`src/rtl/reg_dump_if.sv`:
```
// Output word stream of reg_dump: valid/ready handshake carrying one
// captured register value with its index and an end-of-dump marker.
//   out_valid : word on out_data/out_addr/out_last is valid
//   out_ready : consumer accepts the word when out_valid && out_ready
//   out_data  : captured register value
//   out_addr  : register index of out_data
//   out_last  : current word is the final word of the dump
interface reg_dump_if #(
   parameter int unsigned REG_ADDR_WIDTH = 5,
   parameter int unsigned REG_WIDTH      = 32
);
   logic                      out_valid;
   logic                      out_ready;
   logic [REG_WIDTH-1:0]      out_data;
   logic [REG_ADDR_WIDTH-1:0] out_addr;
   logic                      out_last;

   // Producer side (reg_dump)
   modport master (
      output out_valid,
      output out_data,
      output out_addr,
      output out_last,
      input  out_ready
   );

   // Consumer side
   modport slave (
      input  out_valid,
      input  out_data,
      input  out_addr,
      input  out_last,
      output out_ready
   );
endinterface

```
`src/rtl/reg_dump.sv`:
```
// Register-file dumper: walks a (possibly wrapping) address range of a
// register file through its combinational read port and streams every
// value out over a valid/ready interface, one word per two cycles.
// Ports:
//   clk, rst             : single clock, synchronous active-high reset
//   start                : request a dump (sampled only when idle)
//   start_addr, end_addr : first / last register of the dump (sampled with start)
//   rd_addr, rd_data     : register file read port (data valid same cycle)
//   abort                : terminate a running dump at the next edge
//   busy                 : dump in progress (any state but IDLE)
//   done                 : one-cycle pulse after the final word is accepted
//   stream               : output word stream (reg_dump_if master)
module reg_dump #(
   parameter int unsigned NUM_REG        = 32,
   parameter int unsigned REG_ADDR_WIDTH = 5,
   parameter int unsigned REG_WIDTH      = 32
) (
   input  logic                      clk,
   input  logic                      rst,
   input  logic                      start,
   input  logic [REG_ADDR_WIDTH-1:0] start_addr,
   input  logic [REG_ADDR_WIDTH-1:0] end_addr,
   output logic [REG_ADDR_WIDTH-1:0] rd_addr,
   input  logic [REG_WIDTH-1:0]      rd_data,
   input  logic                      abort,
   output logic                      busy,
   output logic                      done,
   reg_dump_if.master                stream
);

   localparam logic [REG_ADDR_WIDTH-1:0] LAST_IDX = REG_ADDR_WIDTH'(NUM_REG - 1);

   typedef enum logic [1:0] {
      IDLE = 2'd0,
      READ = 2'd1,
      SEND = 2'd2,
      DONE = 2'd3
   } state_t;

   state_t                    state_q, state_d;
   logic [REG_ADDR_WIDTH-1:0] cur_q,   cur_d;
   logic [REG_ADDR_WIDTH-1:0] last_q,  last_d;
   logic                      valid_q, valid_d;
   logic [REG_WIDTH-1:0]      data_q,  data_d;
   logic [REG_ADDR_WIDTH-1:0] addr_q,  addr_d;
   logic                      olast_q, olast_d;
   logic                      done_q,  done_d;
   logic                      busy_q,  busy_d;
   logic [REG_ADDR_WIDTH-1:0] cur_inc;

   // Next register index, wrapping at NUM_REG (which need not be a power of two)
   assign cur_inc = (cur_q == LAST_IDX) ? '0 : cur_q + REG_ADDR_WIDTH'(1);

   // State and datapath registers
   always_ff @(posedge clk) begin
      if (rst) begin
         state_q <= IDLE;
         cur_q   <= '0;
         last_q  <= '0;
         valid_q <= 1'b0;
         data_q  <= '0;
         addr_q  <= '0;
         olast_q <= 1'b0;
         done_q  <= 1'b0;
         busy_q  <= 1'b0;
      end else begin
         state_q <= state_d;
         cur_q   <= cur_d;
         last_q  <= last_d;
         valid_q <= valid_d;
         data_q  <= data_d;
         addr_q  <= addr_d;
         olast_q <= olast_d;
         done_q  <= done_d;
         busy_q  <= busy_d;
      end
   end

   // Next-state and next-output logic; abort wins over start and handshake
   always_comb begin
      state_d = state_q;
      cur_d   = cur_q;
      last_d  = last_q;
      valid_d = valid_q;
      data_d  = data_q;
      addr_d  = addr_q;
      olast_d = olast_q;

      case (state_q)
         IDLE: begin
            if (start && !abort) begin
               cur_d   = start_addr;
               last_d  = end_addr;
               state_d = READ;
            end
         end
         READ: begin
            if (abort) begin
               state_d = IDLE;
               valid_d = 1'b0;
            end else begin
               data_d  = rd_data;
               addr_d  = cur_q;
               olast_d = (cur_q == last_q);
               valid_d = 1'b1;
               state_d = SEND;
            end
         end
         SEND: begin
            if (abort) begin
               state_d = IDLE;
               valid_d = 1'b0;
            end else if (stream.out_ready) begin
               valid_d = 1'b0;
               if (olast_q) begin
                  state_d = DONE;
               end else begin
                  cur_d   = cur_inc;
                  state_d = READ;
               end
            end
         end
         DONE: begin
            state_d = IDLE;
         end
         default: begin
            state_d = IDLE;
            valid_d = 1'b0;
         end
      endcase

      // Status flags are registered copies of the state being entered
      done_d = (state_d == DONE);
      busy_d = (state_d != IDLE);
   end

   assign rd_addr          = cur_q;
   assign busy             = busy_q;
   assign done             = done_q;
   assign stream.out_valid = valid_q;
   assign stream.out_data  = data_q;
   assign stream.out_addr  = addr_q;
   assign stream.out_last  = olast_q;

endmodule

```
`src/flat_wrapper.sv`:
```
// flat-port wrapper written by rule: the top's interface ports become plain ports
module reg_dump_flat 
#(
   parameter int unsigned NUM_REG        = 32,
   parameter int unsigned REG_ADDR_WIDTH = 5,
   parameter int unsigned REG_WIDTH      = 32
)
  (clk, rst, start, start_addr, end_addr, rd_addr, rd_data, abort, busy, done, stream_out_valid, stream_out_data, stream_out_addr, stream_out_last, stream_out_ready);
  reg_dump_if #(.REG_ADDR_WIDTH(REG_ADDR_WIDTH), .REG_WIDTH(REG_WIDTH)) stream_i ();
  input  logic clk;
  input  logic rst;
  input  logic start;
  input  logic [REG_ADDR_WIDTH-1:0] start_addr;
  input  logic [REG_ADDR_WIDTH-1:0] end_addr;
  output logic [REG_ADDR_WIDTH-1:0] rd_addr;
  input  logic [REG_WIDTH-1:0] rd_data;
  input  logic abort;
  output logic busy;
  output logic done;
  output wire logic [$bits(stream_i.out_valid)-1:0] stream_out_valid;
  output wire logic [$bits(stream_i.out_data)-1:0] stream_out_data;
  output wire logic [$bits(stream_i.out_addr)-1:0] stream_out_addr;
  output wire logic [$bits(stream_i.out_last)-1:0] stream_out_last;
  input wire logic [$bits(stream_i.out_ready)-1:0] stream_out_ready;
  assign stream_out_valid = stream_i.out_valid;
  assign stream_out_data = stream_i.out_data;
  assign stream_out_addr = stream_i.out_addr;
  assign stream_out_last = stream_i.out_last;
  assign stream_i.out_ready = stream_out_ready;
  reg_dump #(.NUM_REG(NUM_REG), .REG_ADDR_WIDTH(REG_ADDR_WIDTH), .REG_WIDTH(REG_WIDTH)) u_core (.clk(clk), .rst(rst), .start(start), .start_addr(start_addr), .end_addr(end_addr), .rd_addr(rd_addr), .rd_data(rd_data), .abort(abort), .busy(busy), .done(done), .stream(stream_i));
endmodule
```
`config.mk`:
```
export PLATFORM = sky130hd
export DESIGN_NAME = reg_dump_flat
export DESIGN_NICKNAME = d
export VERILOG_FILES = /design/src/rtl/reg_dump_if.sv /design/src/rtl/reg_dump.sv /design/src/flat_wrapper.sv
export SDC_FILE = /design/constraint.sdc
export NUM_CORES = 1
export LEC_CHECK = 0
export CAP_MARGIN = 15
export CORE_MARGIN = 8
export CORE_UTILIZATION = 41
export DETAILED_ROUTE_END_ITERATION = 6
export PLACE_DENSITY_LB_ADDON = 0.3
export REMOVE_ABC_BUFFERS = 1
export SYNTH_ARGS = -nofsm -noshare
export SYNTH_HDL_FRONTEND = slang
export SYNTH_SLANG_ARGS = --single-unit
```
`constraint.sdc`:
```
create_clock -name clk -period 2.1 [get_ports clk]
set_clock_uncertainty 0.1 [all_clocks]
set_input_delay 0.315 -clock clk [delete_from_list [all_inputs] [get_ports clk]]
set_output_delay 0.315 -clock clk [all_outputs]
set_load 0.03 [all_outputs]
```
Yosys cells after proc, flatten, opt, wreduce, memory -nomap -nowiden
Index checks and enable logic that the tools add are counted.
{"block": "word_totals", "out_inout_bits": 46, "n_memories": 0, "word_cells": 48, "reg_bits": 53, "inputBits": 47, "ram_bits": 0, "latchBits": 0, "mem_bits_ro": 0}
{"block": "classes", "magnitude_cmp": 0, "mul": 0, "n_shift": 0, "addsub": 1, "reduce_logical": 10, "div": 0, "mux": 16, "n_bitwise": 1, "n_eq_ne": 11}
{"cell": "two-way mux 5 bit", "count": 5}
{"cell": "two-way mux 2 bit", "count": 5}
{"cell": "one-hot mux 5 bit (2 select lines)", "count": 1}
{"cell": "one-hot mux 2 bit (4 select lines)", "count": 1}
{"cell": "equality test 2 bit (second input constant)", "count": 3}
{"cell": "!= test 2 bit (second input constant)", "count": 3}
{"cell": "AND reduction 2 bit", "count": 3}
{"cell": "nonzero test 2 bit", "count": 3}
{"cell": "adder 5 x 1 -> 5 bit (second input constant)", "count": 1}
{"cell": "equality test 5 bit", "count": 1}
{"cell": "equality test 5 bit (second input constant)", "count": 1}
{"cell": "AND reduction 5 bit", "count": 1}
{"cell": "two-way mux 1 bit", "count": 3}
{"cell": "!= test 3 bit (second input constant)", "count": 1}
{"cell": "equality test 2 x 1 -> 1 bit (second input constant)", "count": 1}
{"cell": "zero test 2 bit", "count": 1}
{"cell": "!= test 2 x 1 -> 1 bit (second input constant)", "count": 1}
{"cell": "one-hot mux 1 bit (2 select lines)", "count": 1}
{"cell": "logical AND 1 bit", "count": 1}
{"cell": "zero test 1 bit", "count": 1}
{"cell": "inverter 1 bit", "count": 1}

Longest topological paths before layout
Gate-level depths: netlist of the first run.
{"block": "logic_depth", "depth_word": 6, "depth_mapped": 7, "depth_no_buf": 7}

Worst setup path before layout of the first run
Ideal clock, no wire load.
{"block": "synth_path", "path_type": "register to register", "startpoint": "register u_core.cur_q[0], in the netlist u_core.rd_addr[0]", "endpoint": "register u_core.cur_q[2], in the netlist u_core.rd_addr[2]", "setup_slack_ns": 0.069, "arrival_ns": 1.843, "path_stages_with_launch": 8, "cell_sequence": "dfxtp_1 ha_1 and3_1 ha_1 or3b_4 nor3b_2 a21oi_1 o32ai_2"}
{"block": "synth_via", "elab_chain_cells": 6, "word_cells_on_any_way": 7, "classes_between": "1 x add/sub; 1 x eq/ne; 5 x mux"}
{"item": "start, declared", "line_no": "reg_dump.sv:41", "text": "logic [REG_ADDR_WIDTH-1:0] cur_q, cur_d;"}
{"item": "start signal, assigned", "line_no": "reg_dump.sv:68", "text": "cur_q <= cur_d;"}
{"item": "adder 5 x 1 -> 5 bit or equality test 5 bit (tied branches)", "line_no": "reg_dump.sv:52", "text": "assign cur_inc = (cur_q == LAST_IDX) ? '0 : cur_q + REG_ADDR_WIDTH'(1);"}
{"item": "two-way mux 5 bit *", "line_no": "reg_dump.sv:52"}
{"item": "two-way mux 5 bit *", "line_no": "reg_dump.sv:115", "text": "if (olast_q) begin"}
{"item": "two-way mux 5 bit *", "line_no": "reg_dump.sv:113", "text": "end else if (stream.out_ready) begin"}
{"item": "two-way mux 5 bit *", "line_no": "reg_dump.sv:110", "text": "if (abort) begin"}
{"item": "one-hot mux 5 bit (2 select lines) *", "line_no": "reg_dump.sv:89", "text": "case (state_q)"}
Mark *: on every way between the ends. The rest lies on a longest branch, timed or not. The select of a mux whose other input is x is not followed.
A chain may end at the register's enable or synchronous reset.

Worst setup path in the final report of the first run
{"block": "layout_path", "startpoint": "register u_core.cur_q[0], in the netlist u_core.rd_addr[0]", "endpoint": "register u_core.cur_q[3], in the netlist u_core.rd_addr[3]"}
Same word-level chain as after synthesis.

==> results of run 1 <==
final timing paths:
kind,startpoint,to,slack [ps],cells after the start
hold / removal,rst,u_core.state_q[0]$_SDFF_PP0_,270,2
setup / recovery,u_core.rd_addr[0]$_SDFFE_PP0P_,u_core.rd_addr[3]$_SDFFE_PP0P_,160,7
setup reg to reg,u_core.rd_addr[0]$_SDFFE_PP0P_,u_core.rd_addr[3]$_SDFFE_PP0P_,160,7
hold reg to reg,u_core.stream.out_data[6]$_SDFFE_PP0P_,u_core.stream.out_data[6]$_SDFFE_PP0P_,350,2
power groups by stage:
stage,Clock [mW],Sequential (mW),Combinational [mW]
after floorplan,0,1.12,0.0740
after global placement,0,1.08,0.299
after detailed placement,0,1.08,0.301
after CTS,0.849,1.05,0.303
after global routing,0.885,1.06,0.323
final,0.819,1.05,0.300
kinds of logic after synthesis:
logic type / after synthesis / share of synthesized area
adders and majority gates: 2 / 0.0118
DFF: 53 / 0.502
muxes: 7 / 0.0332
AOI/OAI and AO/OA: 56 / 0.150
buffers and inverters: 19 / 0.0551
and+or+nand+nor: 109 / 0.227
xor gates and xnor gates: 5 / 0.0207
area by class of cell:
type / count / area [µm²]
fillers: 443 / 1810
flip-flops and latches: 53 / 1060
well taps: 70 / 87.6
clock buffers: 5 / 68.8
inverters: 2 / 7.51
multi-input cells: 179 / 936
clock inverters: 3 / 68.8
repair buffers: 100 / 1000
flip-flops by register name, summed over array words and instances (netlist names):
signal and count:
u_core.stream.out_last 1, u_core.done 1, u_core.stream.out_addr 5, u_core.busy 1, u_core.last_q 5, u_core.stream.out_data 32
u_core.rd_addr 5, u_core.stream.out_valid 1, u_core.state_q 2
through the flow:
step	util	total power [mW]	area, µm²	hold WS, ps	worst slack (ps)
6_report	0.641	2.17	3230	265	165
5_1_grt	0.641	2.26	3230	261	100
4_1_cts	0.641	2.20	3230	253	153
3_5_place_dp	0.613	1.38	3090	346	153
3_3_place_gp	0.613	1.37	3090	341	227
2_1_floorplan	-	1.19	2000	284	64.0
critical path: cells and delay by family, from the launching register on:
family / cells / cell delay, ps
AO/OA/AOI/OAI: 2 / 230
adder cells (fa/ha/maj): 2 / 390
flip-flops: 1 / 330
AND/OR/NAND/NOR: 3 / 810
cells in the final DEF (no fill, tap or decap), drive strengths merged, types with 2 or more instances in the layout:
master and instances:
o21ai 5, and2b 3, mux2i 7, a21oi 42, ha 2, xnor2 2
dfxtp 53, nand2 77, bufinv 2, clkbuf 5, nand2b 3, buf 9
clkdlybuf4s50 91, nor3 3, xor2 3, a211oi 4, nor2 15, inv 3
a211o 2
metal layers:
layer,GRT usage,vias to the layer above
met3,0.0657,5
met2,0.207,65
met5,0,-
met1,0.168,854
met4,0.0375,0
li1,-,1003
==> out/results.txt, run 1 <==
final setup fails -> 0
# port buffers -> 92
CTS resizes -> 0
CP endpoint kind -> flop
DR vias -> 1927
Yosys warnings -> 0
antenna violations before repair -> 0
Die Wd -> 87.8 µm
EDFF count, synth -> 0
Lkg Pwr -> 1.17 nW
vias in the first global route -> 1721
global-route wire length before repair -> 8330 µm
register area share after synthesis -> 0.502
Routability Congestion -> 0.767
syn avg cell area -> 8.42 µm²
Avg Vias per Cell -> 4.68
HP Class -> primary input to flop
Final Cycle Share -> 0.922
CTS Hold Bufs -> 0
Synth top cells by count -> nand2_1, dfxtp_1, a21oi_1
ys flop type -> dfxtp_1
clk buf depth -> 2
crit-path cells -> ha_1, and3_1, ha_1, or3b_4, and2b_2, o21ai_0, a21oi_1
top routing layer used -> met4
VDD IR max -> 0.000447 V
Fin. Hold Viols -> 0
clock network fraction of total power -> 0.377
internal power -> 1.67 mW
gr usage total -> 0.137
Post-synth ARST share -> 0
final non-filler cell total -> 412
Area contributors post-synth -> dfxtp_1, nand2_1, a21oi_1
n_diodes -> 0
final setup TNS -> 0 ps
placed cell count -> 404
NetSw -> 498 µW
Power per Cell Area -> 672 nW/µm²
effective utilization at floorplan -> 0.419
Logic pwr share -> 0.138
Root Driver -> clkbuf_8
CTS Sinks -> 53
Clk pin slew, worst setup/hold paths -> 100 ps
full die area -> 7710 µm²
H-tree depth -> 2
startpoint types -> flop
Slew Limit Fails -> 0
met2 wire length -> 2390 µm
initial DRC count -> 88
M1 WL -> 2520 µm
top-count cell post-synth -> nand2_1
area grow syn2layout -> 52.9%
CP max FO -> 5
largest net degree at the start of global routing -> 43
Fmax achieved -> 517 MHz
DR pass1 iterations -> 4
Netlist cell types -> 36
Max-cap violations -> 0
Tmin final -> 1940 ps
residual DRC count -> 0
post-DP HPWL -> 4020 µm
Worst Max-Slew Pin Slew -> 447 ps
FP Rows -> 26
WS Path Type -> flop to flop
Crit path top cell by count -> ha_1
top-area cell type share of the netlist area -> 0.502
relative slew slack -> 0.702
register bit count reported by yosys -> 53
Reg power frac -> 0.485
CP arrival -> 2070 ps
Final #Nets -> 390
met3 WL -> 582 µm
global route total overflow -> 0
Core ar. -> 5040 µm²
antenna-violating nets left -> 0
Inserted Clock Buffers -> 5
CP max-delay cell -> or3b_4
clk_lat worst skew -> 300 ps
Worst Path Required -> 2240 ps
wire per inst -> 13.4 µm
Die Y -> 87.8 µm
status -> finished, final reports clean
post-synthesis cell area -> 2110 µm²
Sw Share -> 0.229
unrepaired setup endpoints after global routing -> no
largest area contributor in the netlist -> dfxtp_1
post-synthesis cell count -> 251
CP peak stage delay -> 400 ps
layout cells sized above 1 -> 0.0731
num ports -> 93
setup bufs post-CTS -> 0
final wirelength -> 5540 µm
CTS tree -> done
Note: power is estimated with default switching activity, not from simulation.
==> run 2: changes to the inputs <==
Settings changed: CORE_ASPECT_RATIO from default to 0.9.
==> run 2 against run 1 <==
Effect of this change:
- via count is 0.73% lower
- flip-flop and latch count unchanged
- clock power fell by 32%
- sequential share of layout area rose by 0.75 points
- worst hold slack improved by 72 ps
- final area down 2.2%
- final cell count fell by 1.9%
- first-iteration DRC count increased by 6.8%
- critical path type unchanged
==> out/results.txt, run 2 (synthesis gave the netlist of run 1 again) <==
global route total overflow -> 0 (unchanged)
Routability Congestion -> 0.795 (+3.7%)
Root Driver -> clkbuf_8
final non-filler cell total -> 404 (-1.9%)
antenna-violating nets left -> 0 (unchanged)
hold depth -> 2 (unchanged)
most common cell after layout, fill and taps aside -> clkdlybuf4s50_1
initial DRC count -> 94 (+6.8%)
H-tree depth -> 2 (unchanged)
relative slew slack -> 0.691 (-0.0102)
gr usage total -> 0.147 (+0.0104)
area grow syn2layout -> 49.4%
Final Power -> 1.91 mW (-12%)
layout cells sized above 1 -> 0.0619 (-0.0112)
num ports -> 93 (unchanged)
CP arrival -> 2060 ps (about the same)
CTS Hold Bufs -> 0 (unchanged)
Final #Nets -> 388 (-0.51%)
WS Path Type -> flop to flop
full die area -> 7710 µm² (about the same)
effective utilization at floorplan -> 0.432 (+0.0126)
residual DRC count -> 0 (unchanged)
global-route wire length before repair -> 9500 µm (+14%)
design area -> 3160 µm² (-2.2%)
Power per Cell Area -> 605 nW/µm² (-10%)
antenna violations before repair -> 0 (unchanged)
CTS resizes -> 0 (unchanged)
startpoint types -> flop
setup bufs post-CTS -> 0 (unchanged)
status -> finished, final reports clean
final setup TNS -> 0 ps (unchanged)
CP max FO -> 5 (unchanged)
Area after DPL -> 3070 µm² (-0.69%)
DR pass1 iterations -> 4 (unchanged)
n_diodes -> 0 (unchanged)
Slew Limit Fails -> 0 (unchanged)
Inserted Clock Buffers -> 5 (unchanged)
clk_lat worst skew -> 290 ps (about the same)
Final Cycle Share -> 0.930 (+0.00817)
post-layout util -> 0.645 (+0.00450)
Reg2Reg Depth -> 7 (unchanged)
CP peak stage delay -> 400 ps (about the same)
# port buffers -> 92 (unchanged)
Die Wd -> 91.7 µm (+4.4%)
Lkg Pwr -> 1.13 nW (-3.1%)
Crit path top cell by count -> ha_1
Max-cap violations -> 0 (unchanged)
CP max-delay cell -> or3b_4
crit-path cells -> ha_1, and3_1, ha_1, or3b_4, nor3b_2, a21oi_1, o32ai_2
Clk pin slew, worst setup/hold paths -> 90 ps (about the same)
vias in the first global route -> 1848 (+7.4%)
CTS tree -> done
HP Class -> primary input to flop
Tmin final -> 1950 ps (+17.2 ps)
Fmax achieved -> 512 MHz (-0.88%)
Fin. Hold Viols -> 0 (unchanged)
largest net degree at the start of global routing -> 39 (-9.3%)
placed cell count -> 397 (-1.7%)
wire per inst -> 14.1 µm (+4.7%)
most frequent cells in the layout -> clkdlybuf4s50_1, nand2_1, dfxtp_1, a21oi_1, nor2_1
final wirelength -> 5690 µm (+2.7%)
Core ar. -> 4890 µm² (-2.9%)
final setup fails -> 0 (unchanged)
VDD IR max -> 0.000469 V (+4.9%)
Worst Max-Slew Pin Slew -> 462 ps (+15.2 ps)
DR vias -> 1913 (-0.73%)
CTS Sinks -> 53 (unchanged)
clk buf depth -> 2 (unchanged)
Die Y -> 84.1 µm (-4.2%)
unrepaired setup endpoints after global routing -> no
post-DP HPWL -> 4170 µm (+3.7%)
CP endpoint kind -> flop
FP Rows -> 24 (-7.7%)
max FFs per register -> 32 (unchanged)
Worst Path Required -> 2200 ps (-40 ps)
Avg Vias per Cell -> 4.74 (+1.2%)
-- run 2: worst paths after layout --
path / from / end / slack, ps
worst max-delay path: u_core.rd_addr[0]$_SDFFE_PP0P_ / u_core.rd_addr[2]$_SDFFE_PP0P_ / 150
worst min-delay path: rst / u_core.last_q[3]$_SDFFE_PP0P_ / 340
worst max register to register: u_core.rd_addr[0]$_SDFFE_PP0P_ / u_core.rd_addr[2]$_SDFFE_PP0P_ / 150
worst min register to register: u_core.stream.out_data[16]$_SDFFE_PP0P_ / u_core.stream.out_data[16]$_SDFFE_PP0P_ / 350
-- run 2: cell type report --
class / count / area [µm²]
flip-flops and latches: 53 / 1060
well taps: 65 / 81.3
fillers: 437 / 1740
inverters: 2 / 7.51
clock buffers: 7 / 86.3
repair buffers: 98 / 986
multi-input cells: 179 / 936
-- run 2: power breakdown --
group / internal [mW] / switching, mW / total (mW) / leakage (nW)
logic: 0.158 / 0.138 / 0.296 / 0.661
clock network: 0.262 / 0.298 / 0.561 / 0.0443
registers: 1.03 / 0.0214 / 1.05 / 0.430
total: 1.45 / 0.458 / 1.91 / 1.13
-- run 2: stage by stage --
stage	hold slack, ps	worst slack (ps)
after floorplan	284	64.0
after CTS	334	145
final	337	148
after global routing	357	66.2
after global placement	341	221
after detailed placement	346	176
-- run 2: per-layer routing --
metal  share of wire  wire, µm  track usage  vias up
li1                -         -            -     1001
met1            0.42      2410        0.181      865
met2            0.50      2830        0.243       45
met3           0.071       403       0.0486        2
met4          0.0070        40       0.0312        0
met5               0         0            0        -
-- run 2: worst max-delay path, delay by kind of cell, from the launching register on --
kind	cells	cell delay, ps
AOI/OAI and AO/OA	2	260
adders and majority gates	2	400
DFF	1	320
and+or+nand+nor	3	780
==> run 3: changes to the inputs <==
Settings changed: ABC_CLOCK_PERIOD_IN_PS from default to 2100, CAP_MARGIN 15 to default.
==> results of run 3 <==
Same layout as run 2: the final DEF is identical, and so are final timing and power.
